<file path="config.mk">
export PLATFORM = sky130hd
export DESIGN_NAME = seg_scan
export DESIGN_NICKNAME = d
export VERILOG_FILES = /design/src/rtl/seg_scan.sv
export SDC_FILE = /design/constraint.sdc
export NUM_CORES = 1
export LEC_CHECK = 0
export CAP_MARGIN = 20
export CORE_AREA = 2 2 117 119
export CTS_CLUSTER_DIAMETER = 120
export DETAILED_ROUTE_END_ITERATION = 12
export DIE_AREA = 0 0 119 121
export PLACE_DENSITY = 0.51
export SYNTH_ARGS = -nofsm -noshare
export SYNTH_HDL_FRONTEND = slang
export SYNTH_SLANG_ARGS = --single-unit
</file>
<file path="constraint.sdc">
create_clock -name i_clk -period 4.35 [get_ports i_clk]
set_clock_uncertainty 0.2 [all_clocks]
set_input_delay 1.305 -clock i_clk [delete_from_list [all_inputs] [get_ports i_clk]]
set_output_delay 1.305 -clock i_clk [all_outputs]
set_load 0.005 [all_outputs]
</file>
<file path="src/rtl/seg_scan.sv">
// Multiplexed 7-segment scanner with a one-deep pending buffer.
// Display updates only at frame boundaries or while idle.
module seg_scan #(
    parameter int DIGITS = 8,
    parameter int DIV    = 50000
) (
    input  logic                      i_clk,
    input  logic                      i_rst,
    input  logic                      i_en,
    input  logic                      i_lzb,
    input  logic                      i_valid,
    input  logic [4*DIGITS-1:0]       i_data,
    output logic                      o_ready,
    output logic [3:0]                o_num,
    output logic [DIGITS-1:0]         o_an,
    output logic [$clog2(DIGITS)-1:0] o_dig,
    output logic                      o_frame
);

    localparam int PW = $clog2(DIV);
    localparam int IW = $clog2(DIGITS);
    localparam logic [PW-1:0] PRE_LAST = PW'(DIV - 1);
    localparam logic [IW-1:0] IDX_LAST = IW'(DIGITS - 1);

    typedef enum logic {
        IDLE = 1'b0,
        SCAN = 1'b1
    } state_e;

    state_e                  state_q, state_d;
    logic [PW-1:0]           pre_q, pre_d;
    logic [IW-1:0]           idx_q, idx_d;
    logic [4*DIGITS-1:0]     disp_q, disp_d;
    logic [4*DIGITS-1:0]     pend_q, pend_d;
    logic                    full_q, full_d;
    logic                    frame_q, frame_d;

    logic                    run;
    logic                    tick;
    logic                    bnd;
    logic                    load;
    logic                    accept;
    logic [DIGITS-1:0][3:0]  nib;
    logic [IW-1:0]           hi;
    logic                    blank;

    assign nib = disp_q;

    always_comb begin
        state_d = i_en ? SCAN : IDLE;
        pre_d   = '0;
        idx_d   = '0;
        disp_d  = disp_q;
        pend_d  = pend_q;
        full_d  = full_q;
        frame_d = 1'b0;
        run     = 1'b0;
        tick    = (pre_q == PRE_LAST);
        bnd     = 1'b0;
        load    = 1'b0;
        accept  = i_valid && !full_q;

        unique case (state_q)
            IDLE: begin
                load = 1'b1;
            end
            SCAN: begin
                // Dropping i_en zeroes the counters on the same edge
                run = i_en;
                if (run) begin
                    pre_d = tick ? '0 : pre_q + PW'(1);
                    idx_d = idx_q;
                    if (tick) begin
                        idx_d = (idx_q == IDX_LAST) ? '0 : idx_q + IW'(1);
                    end
                    bnd  = tick && (idx_q == IDX_LAST);
                    load = bnd;
                end
            end
            default: ;
        endcase

        frame_d = bnd;
        if (load && full_q) begin
            disp_d = pend_q;
            full_d = 1'b0;
        end
        if (accept) begin
            pend_d = i_data;
            full_d = 1'b1;
        end
    end

    always_ff @(posedge i_clk) begin
        if (i_rst) begin
            state_q <= IDLE;
            pre_q   <= '0;
            idx_q   <= '0;
            disp_q  <= '0;
            pend_q  <= '0;
            full_q  <= 1'b0;
            frame_q <= 1'b0;
        end else begin
            state_q <= state_d;
            pre_q   <= pre_d;
            idx_q   <= idx_d;
            disp_q  <= disp_d;
            pend_q  <= pend_d;
            full_q  <= full_d;
            frame_q <= frame_d;
        end
    end

    // Highest nonzero nibble; digit 0 is never above it
    always_comb begin
        hi = '0;
        for (int k = 1; k < DIGITS; k++) begin
            if (nib[k] != 4'd0) begin
                hi = IW'(k);
            end
        end
    end

    assign blank = i_lzb && (idx_q > hi);

    always_comb begin
        o_an = '1;
        if (state_q == SCAN && !blank) begin
            o_an[idx_q] = 1'b0;
        end
    end

    assign o_num   = nib[idx_q];
    assign o_dig   = idx_q;
    assign o_ready = !full_q;
    assign o_frame = frame_q;

endmodule

</file>
==> flow_summary_export.csv, run 1 <==
group,metric,value,unit
outcome,run_status,"finished clean",
timing,fin_crit,4.33,ns
finish,diodes,0,
setup_path,worstSetupEndpoint,"o_an[7]",
setup_path,crit_arrival,2.82,ns
setup_path,crit_buf_inv,3,
die,start_util,34.4,%
setup_path,crit_slowest_cell,"or4_4",
setup_path,path_cells,"or4_4, nand2b_4, a21oi_2, nor2_1, ha_1, nor2b_1, o21a_1, o211ai_1, buf_4, buf_6, nand4_1, buf_2",
finish,layout_commonest_cell,"nand2_1",
yosys,synth-seq-area-share,38.3,%
clock_network,clk_latency,0.35,ns
setup_path,crit_type,"reg2out",
timing,setup_viol,0,
setup_path,reg2reg_slack,1.72,ns
setup_path,cp_max_fo,4,
die,die_height,121,um
finish,nets,590,
timing,grt_setup_unrepaired,"true",
yosys,async_reset_ff_share,0,%
placement,routabilityCongestion,0.803,
placement,placed_cell_area,0.00509,mm2
finish,drive_gt1_share,12.9,%
detailed_routing,wirelength,11.4,mm
setup_path,crit_family,"simple AND/OR/NAND/NOR gates",
power_and_ir_drop,power_leakage,1.78,nW
yosys,synthTopCellsByArea,"dfxtp_1 (38%), nand2_1 (11%), a32oi_1 (6.2%)",
clock_network,clk_pin_slew_worst_paths,0.06,ns
detailed_routing,firstDrtPassIters,5,
timing,slew_violations,0,
finish,synthToLayoutAreaGrowth,18.9,%
yosys,synth_area_leader_cell,"dfxtp_1",
yosys,syn_area,0.00450,mm2
clock_network,cts_buffers,9,
setup_path,worst_setup_path_start_kind,"flop",
yosys,synth_warnings,0,
timing,period_share,99.5,%
flow_run,maxCapViolCount,0,
setup_path,critPathRequiredTime,2.84,ns
power_and_ir_drop,powerDensity,347,mW/mm2
finish,regArea,0.00172,mm2
yosys,synthDistinctLibCells,42,
hold_path,min_path_type,"reg2reg",
detailed_routing,ant_nets,0,
finish,n_fill_cell,1289,
finish,utilization,40.9,%
clock_network,clockRootBuffer,"clkbuf_16",
timing,finalHoldViolCount,0,
setup_path,cpPeakStageDelay,0.54,ns
timing,max_freq,0.231,GHz
setup_path,reg2regPathDepth,6,
detailed_routing,via_per_inst,5.40,
global_routing,overflow,0,
power_and_ir_drop,ir_drop,0.126,mV
setup_path,cp_num_cells,12,
power_and_ir_drop,total_power,1.85,mW
setup_path,reg2reg_from,"pre_q[0]",
die,core,0.0131,mm2
setup_path,r2r_end,"o_dig[0]",
clock_network,htreeDepth,3,
yosys,syn_inst,521,
clock_network,cts_tree,"done",
yosys,ys_dominant_reg_cell,"dfxtp_1",
finish,mostFrequentLayoutCells,"nand2_1 (135), dfxtp_1 (85), clkdlybuf4s50_1 (44)",
setup_path,cp-end-kind,"primary output",
finish,multi_input_area,0.00254,mm2
timing,relSlewSlack,30.7,%
finish,final_area,0.00535,mm2
die,dieArea,0.0144,mm2
yosys,synth_edf_count,0,
detailed_routing,num_vias,3920,
yosys,avgSynthCellArea,8.63,um2
global_routing,grt_usage,16.4,%
clock_network,clockBufferDepth,2,
die,die_w,119,um
yosys,ys_ff_latch,86,
global_routing,grt_first_pass_wirelength,18.7,mm
global_routing,grt_max_degree,65,
yosys,synth_fp_nets,564,
detailed_routing,drt-initial-drc-count,170,
placement,io_buffers,53,
clock_network,clkSinkCount,86,
die,row_count,42,
die,num_io_pins,54,
setup_path,crit_path_start,"disp_q[20]",
detailed_routing,wl_per_cell,15.6,um
yosys,synth_top_cell_area_share,38.3,%
timing,tightest_slew,1.04,ns
detailed_routing,drc_errors,0,
global_routing,grt_antenna_before_repair,0,
placement,dp_hpwl,7.42,mm
global_routing,first_global_vias,3678,
how the worst min path moves through the flow:
stage | depth (start not counted) | end | startpoint | slack (ns)
2_1_floorplan | 1 | pre_q[0] | pre_q[0] | 0.22
3_3_place_gp | 1 | pre_q[0] | pre_q[0] | 0.23
3_5_place_dp | 1 | pre_q[0] | pre_q[0] | 0.25
4_1_cts | 1 | pre_q[0] | pre_q[0] | 0.26
5_1_grt | 1 | pre_q[0] | pre_q[0] | 0.28
6_report | 1 | pre_q[0] | pre_q[0] | 0.26
synth_stat cells, types with 2 or more instances:
cell	number
buf_2	7
clkbuf_1	30
buf_1	5
a32oi_1	32
o21ai_0	2
xnor2_1	2
xor2_1	11
mux2i_1	2
o311ai_2	12
nor2b_1	5
mux4_2	8
nor3b_1	32
nand4_1	15
and3_1	4
a21oi_1	35
buf_6	6
nor4_1	5
nand2_1	135
dfxtp_1	86
and2_1	3
nor2_1	22
o311ai_1	21
mux2_2	4
and4bb_2	2
nand3_1	6
ha_1	6
inv_1	6
and4_1	3
flip-flops by register name, indices dropped and copies added, names as in the netlist:
register and count:
disp_q 32, pend_q 32, pre_q 16, o_dig 3, full_q 1, o_frame 1
state_q 1
power by group:
| part | total [mW] | leakage (nW) | internal, mW | switching (mW) |
|---|---|---|---|---|
| Sequential | 0.876 | 0.701 | 0.834 | 0.0418 |
| Clock | 0.694 | 0.128 | 0.394 | 0.300 |
| Combinational | 0.284 | 0.948 | 0.149 | 0.135 |
worst register-to-register path: cells and delay by family, from the launching register on:
| kind | cells | cell delay (ns) |
|---|---|---|
| AND/OR/NAND/NOR | 3 | 1.07 |
| buffers and inverters | 1 | 0.47 |
| flip-flops | 1 | 0.36 |
| adder cells (fa/ha/maj) | 1 | 0.35 |
| AO/OA/AOI/OAI | 1 | 0.12 |
repair_timing:
action | in CTS | in global routing
resized for setup | 29 | 8
hold buffers | 0 | 0
buffers inserted | 2 | 0
setup endpoints to repair | 8 | 8
cell families after synthesis:
kind of cell               Yosys count  share of synthesized area, %
adders and majority gates            6                          1.67
DFF                                 86                          38.3
muxes                               14                          5.45
xor gates and xnor gates            13                          2.53
buffers and inverters               57                          6.07
AOI/OAI and AO/OA                  106                          19.5
and+or+nand+nor                    239                          26.5
area by class of cell:
| type | count | area share (%) |
|---|---|---|
| Timing Repair Buffer | 65 | 10.9 |
| Clock inverter | 2 | 0.187 |
| Clock buffer | 12 | 4.61 |
| Sequential cell | 86 | 32.2 |
| Tap cell | 176 | 4.12 |
| Inverter | 7 | 0.491 |
| Multi-Input combinational cell | 378 | 47.5 |
routing by layer:
metal  vias to the layer above  global-route usage (%)  share of wire [%]
li1                       1954                       -                  -
met1                      1878                    21.7                 48
met2                        74                    25.9                 46
met3                        14                    2.77                3.7
met4                         0                    8.33                2.4
met5                         -                       0                  0
per-stage QoR:
step           instances  hold WS, ns  setup WS (ns)  setup TNS, ns
3_5_place_dp         710        0.247          0.101              0
6_report             726        0.258         0.0203              0
5_1_grt              726        0.285         -0.119         -0.629
3_3_place_gp         710        0.235          0.163              0
2_1_floorplan        521        0.221          0.605              0
4_1_cts              726        0.260        0.00910              0
No activity file was read; power rests on OpenSTA's default activity.
==> run 2: changes to the inputs <==
- CAP_MARGIN: 20 -> 10
- GPL_TIMING_DRIVEN: default -> 1
==> results of run 2 <==
Same layout as run 1: the final DEF is identical, and so are final timing and power.
